<file path="config.mk">
export PLATFORM = sky130hd
export DESIGN_NAME = mem_arbiter
export DESIGN_NICKNAME = d
export VERILOG_FILES = /design/src/rtl/mem_arbiter.sv
export SDC_FILE = /design/constraint.sdc
export NUM_CORES = 1
export LEC_CHECK = 0
export BUFFER_PORTS_ARGS = -buffer_cell sky130_fd_sc_hd__buf_2
export CAP_MARGIN = 20
export CORE_AREA = 3 3 74 76
export DETAILED_ROUTE_END_ITERATION = 16
export DIE_AREA = 0 0 77 79
export PLACE_DENSITY = 0.66
export SLEW_MARGIN = 20
export SYNTH_ARGS = -nofsm -noshare
export SYNTH_HDL_FRONTEND = slang
export SYNTH_SLANG_ARGS = --single-unit
export TNS_END_PERCENT = 20
</file>
<file path="constraint.sdc">
create_clock -name i_clk -period 2.61 [get_ports i_clk]
set_input_delay 0.261 -clock i_clk [delete_from_list [all_inputs] [get_ports i_clk]]
set_output_delay 0.261 -clock i_clk [all_outputs]
set_load 0.02 [all_outputs]
</file>
<file path="src/rtl/mem_arbiter.sv">
// Two-port arbiter in front of a single-port synchronous memory: IF (read-only)
// and LS (read/write) share one access per cycle; read data returns one cycle later.
module mem_arbiter #(
  parameter int W        = 32,
  parameter int D        = 8,
  parameter int ARB_MODE = 0
) (
  input  logic         i_clk,
  input  logic         i_rst_n,
  input  logic         i_if_req,
  input  logic [D-1:0] i_if_addr,
  output logic         o_if_gnt,
  output logic         o_if_rsp_valid,
  output logic [W-1:0] o_if_rdata,
  input  logic         i_ls_req,
  input  logic         i_ls_we,
  input  logic [D-1:0] i_ls_addr,
  input  logic [W-1:0] i_ls_wdata,
  output logic         o_ls_gnt,
  output logic         o_ls_rsp_valid,
  output logic [W-1:0] o_ls_rdata,
  output logic [D-1:0] o_mem_addr,
  output logic [W-1:0] o_mem_wdata,
  output logic         o_mem_read,
  output logic         o_mem_write,
  input  logic [W-1:0] i_mem_rdata
);

  typedef enum logic {
    OWN_IF = 1'b0,
    OWN_LS = 1'b1
  } owner_t;

  owner_t     rr_last;
  owner_t     rr_next;
  logic [1:0] rsp_tag;
  logic [1:0] rsp_tag_next;
  logic       if_gnt;
  logic       ls_gnt;

  // Grant / response-owner register stage
  always_ff @(posedge i_clk or negedge i_rst_n) begin
    if (!i_rst_n) begin
      rr_last <= OWN_IF;
      rsp_tag <= 2'b00;
    end else begin
      rr_last <= rr_next;
      rsp_tag <= rsp_tag_next;
    end
  end

  // Grants are forced low while reset is held so the memory sees no access.
  always_comb begin
    if_gnt       = 1'b0;
    ls_gnt       = 1'b0;
    rr_next      = rr_last;
    rsp_tag_next = 2'b00;
    if (i_rst_n) begin
      if (i_if_req && i_ls_req) begin
        if (ARB_MODE == 1 || rr_last == OWN_IF) ls_gnt = 1'b1;
        else                                    if_gnt = 1'b1;
      end else begin
        if_gnt = i_if_req;
        ls_gnt = i_ls_req;
      end
    end
    if (if_gnt)      rr_next = OWN_IF;
    else if (ls_gnt) rr_next = OWN_LS;
    rsp_tag_next = {ls_gnt & ~i_ls_we, if_gnt};
  end

  assign o_if_gnt    = if_gnt;
  assign o_ls_gnt    = ls_gnt;
  assign o_mem_addr  = if_gnt ? i_if_addr : i_ls_addr;
  assign o_mem_wdata = i_ls_wdata;
  assign o_mem_read  = if_gnt | (ls_gnt & ~i_ls_we);
  assign o_mem_write = ls_gnt & i_ls_we;

  // Memory output is already registered, so read data is a passthrough.
  assign o_if_rsp_valid = rsp_tag[0];
  assign o_ls_rsp_valid = rsp_tag[1];
  assign o_if_rdata     = i_mem_rdata;
  assign o_ls_rdata     = i_mem_rdata;

endmodule
</file>
==> impl_metrics.env <==
export IMPL_run_status="complete, no violations"
export IMPL_post_route_min_period_ns=2.13
export IMPL_vdd_drop_max_uv=284
export IMPL_max_clock_freq_mhz=471
export IMPL_cp_data_arrival_time_ns=1.86
export IMPL_cp_slowest_stage_delay_ns=0.52
export IMPL_fill_cells=546
export IMPL_tritoncts="yes"
export IMPL_share_of_the_core_filled_with_cells_in_the_final_layout_pct=11.5
export IMPL_crit_top_cell="buf_2"
export IMPL_finalWeightedCongestion=0.673
export IMPL_design_die_area_um2=6080
export IMPL_p_leak_nw=0.265
export IMPL_critical_path_required_ns=2.35
export IMPL_syn_to_final_growth_pct=-42.8
export IMPL_post_synth_xor_area_fraction_pct=0
export IMPL_timing_final_setup_violations=0
export IMPL_clock_sink_count=3
export IMPL_tns_ns=0
export IMPL_p_total_mw=0.274
export IMPL_ioPinCount=195
export IMPL_critical_path_cell_list="dlygate4sd3_1 > buf_2 > nand2_1 > a21oi_4 > mux2_2 > buf_2"
export IMPL_area_after_dpl_um2=494
export IMPL_remaining_drc_errors=0
export IMPL_drt_iter0_drc=5
export IMPL_placement_rows=25
export IMPL_detailedPlacementHpwl_mm=1.20
export IMPL_post_cts_setup_buffer_count=0
export IMPL_sum_of_buffers_and_inverters_on_the_critical_path=3
export IMPL_grt_pass1_vias=511
export IMPL_finalHoldWorstSlack_ns=0.226
export IMPL_timing_final_crit_share_pct=81.4
export IMPL_timing_critical_path_from_type="primary input"
export IMPL_grt_antenna_before_repair=0
export IMPL_rsz0062_at_grt="no"
export IMPL_syn_area_um2=961
export IMPL_worst_setup_path_type="primary input to output port"
export IMPL_hold_depth=2
export IMPL_worstHoldPathType="primary input to flip-flop"
export IMPL_cts_root_buf="clkbuf_8"
export IMPL_synthesis_yosys_warnings=0
export IMPL_wl_per_cell_um=11.2
export IMPL_worst_path_max_fanout=10
export IMPL_fin_area_um2=549
export IMPL_ant_nets=0
export IMPL_skew_ns=0.00112
export IMPL_drive_gt1_share_pct=74.2
export IMPL_synth_top_family_by_area="buffers and inverters"
export IMPL_core_region_um2=4790
export IMPL_cts_buffers_inserted=3
export IMPL_timing_hold_violations_final=0
export IMPL_finalNonFillerCells=129
export IMPL_width_of_the_chip_um=77
export IMPL_post_place_ws_ns=1.01
export IMPL_tightestPinTransition_ns=0.294
export IMPL_viasPerCell=3.26
export IMPL_muxShareOfSynthArea_pct=9.38
export IMPL_crit_cells=6
export IMPL_maximum_number_of_pins_on_one_net_before_global_route_repair=11
export IMPL_maxSlewHeadroom_pct=80.3
export IMPL_globalRouteOverflowTotal=0
export IMPL_netlist_cell_type_count=12
export IMPL_worst_reg_to_reg_setup_slack_ns=1.75
export IMPL_io_buffer_count=34
export IMPL_post_synth_and_or_nand_nor_area_fraction_pct=3.13
export IMPL_detailroute_via_count=421
export IMPL_synth_adder_area_share_pct=0
export IMPL_globalRouteTotalUtil_pct=4.80
export IMPL_fin_ws_ns=0.485
export IMPL_largest_delay_share_family_worst_path="buffers and inverters"
export IMPL_synth_compound_area_share_pct=4.30
export IMPL_postSynthCellCount=119
export IMPL_first_pass_grt_wire_length_mm=2.21
export IMPL_finish_net_count=148
export IMPL_placed_cells_incl_taps=124
export IMPL_avgSynthCellArea_um2=8.07
export IMPL_synthesized_netlist_net_count=204
export IMPL_timing_reg2reg_worst_path_depth=2
export IMPL_yosysSeqAreaShare_pct=7.81
export IMPL_critical_path_slowest_cell="dlygate4sd3_1"
export IMPL_chipHeight_um=79
export IMPL_cts_max_level=1
export IMPL_final_antenna_diode_count=0
export IMPL_initial_core_util_pct=20.1
export IMPL_detailedRoute_firstPassIterationCount=3
export IMPL_critical_path_endpoint_category="output port"
export IMPL_detail_route_wirelength_mm=1.44
export IMPL_clock_latency_ns=0.21
export IMPL_ys_ff_latch=3
export IMPL_timing_max_transition_violations_final=0
export IMPL_cts_buffer_depth=2
export IMPL_cellPowerDensity_nw_per_um2=499
export IMPL_clock_pin_slew_reported_for_the_worst_setup_and_hold_paths_after_clock_tree_synthesis_ns=0.03
export IMPL_timing_max_cap_violations=0
[path summary, 6_finish.rpt]
| check | from | end |
|---|---|---|
| max | i_rst_n | o_mem_addr[3] |
| min | i_ls_we | rsp_tag[1]$_DFF_PN0_ |
| max reg2reg | rr_last$_DFFE_PN0P_ | rsp_tag[0]$_DFF_PN0_ |
| min reg2reg | rr_last$_DFFE_PN0P_ | rr_last$_DFFE_PN0P_ |
| max in group asynchronous | i_rst_n | rr_last$_DFFE_PN0P_ |
| min in group asynchronous | i_rst_n | rsp_tag[1]$_DFF_PN0_ |
[layout by cell type, fill, tap and decap left out]
| cell | n |
|---|---|
| clkbuf_8 | 3 |
| dfrtp_1 | 3 |
| buf_2 | 34 |
| inv_1 | 1 |
| dlygate4sd3_1 | 1 |
| a21boi_0 | 1 |
| nand2_1 | 3 |
| mux2_2 | 8 |
| a21oi_4 | 1 |
| a21oi_1 | 1 |
| and2_1 | 1 |
| o21a_1 | 1 |
| clkbuf_1 | 1 |
| nor2b_1 | 2 |
| o21ai_0 | 1 |
[flip-flops by register name, summed over array words and instances (netlist names)]
signal / flops
rsp_tag: 2
rr_last: 1
[metal layers]
metal | global-route usage, % | vias to the layer above | wire (µm)
li1 | - | 160 | -
met1 | 2.12 | 177 | 258
met2 | 7.67 | 45 | 658
met3 | 1.93 | 39 | 292
met4 | 11.4 | 0 | 235
met5 | 0 | - | 0
[synthesized netlist by cell type]
library cell | instances | area share [%]
buf_4 | 96 | 75
mux2_2 | 8 | 9.4
dfrtp_1 | 3 | 7.8
nand2_1 | 3 | 1.2
nor2b_1 | 2 | 1.3
a21boi_0 | 1 | 0.78
a21oi_1 | 1 | 0.52
a21oi_4 | 1 | 1.7
and2_1 | 1 | 0.65
inv_1 | 1 | 0.39
o21a_1 | 1 | 0.78
o21ai_0 | 1 | 0.52
[area by class of cell]
cell class | count | area [µm²] | share of cell area (%)
clock buffer | 4 | 45.0 | 8.20
timing repair buffer | 35 | 180 | 32.8
inverter | 1 | 3.75 | 0.683
sequential | 3 | 75.1 | 13.7
tap | 67 | 83.8 | 15.3
multi-input combinational | 19 | 161 | 29.4
[report_power, final]
group	internal, mW	total [mW]	switching (mW)
Combinational	0.0378	0.0839	0.0461
Sequential	0.0516	0.0551	0.00353
Clock	0.104	0.135	0.0307
Total	0.194	0.274	0.0803
[cells by family after synthesis]
logic type	count (synthesis)
multiplexers	8
AO/OA/AOI/OAI	5
AND/OR/NAND/NOR	6
buffers and inverters	97
flip-flops	3
[repair_timing]
action	CTS	global route
gates resized for setup	0	0
hold buffers	1	0
endpoints found under the hold margin	3	0
Power figures use the tool's default switching activity.
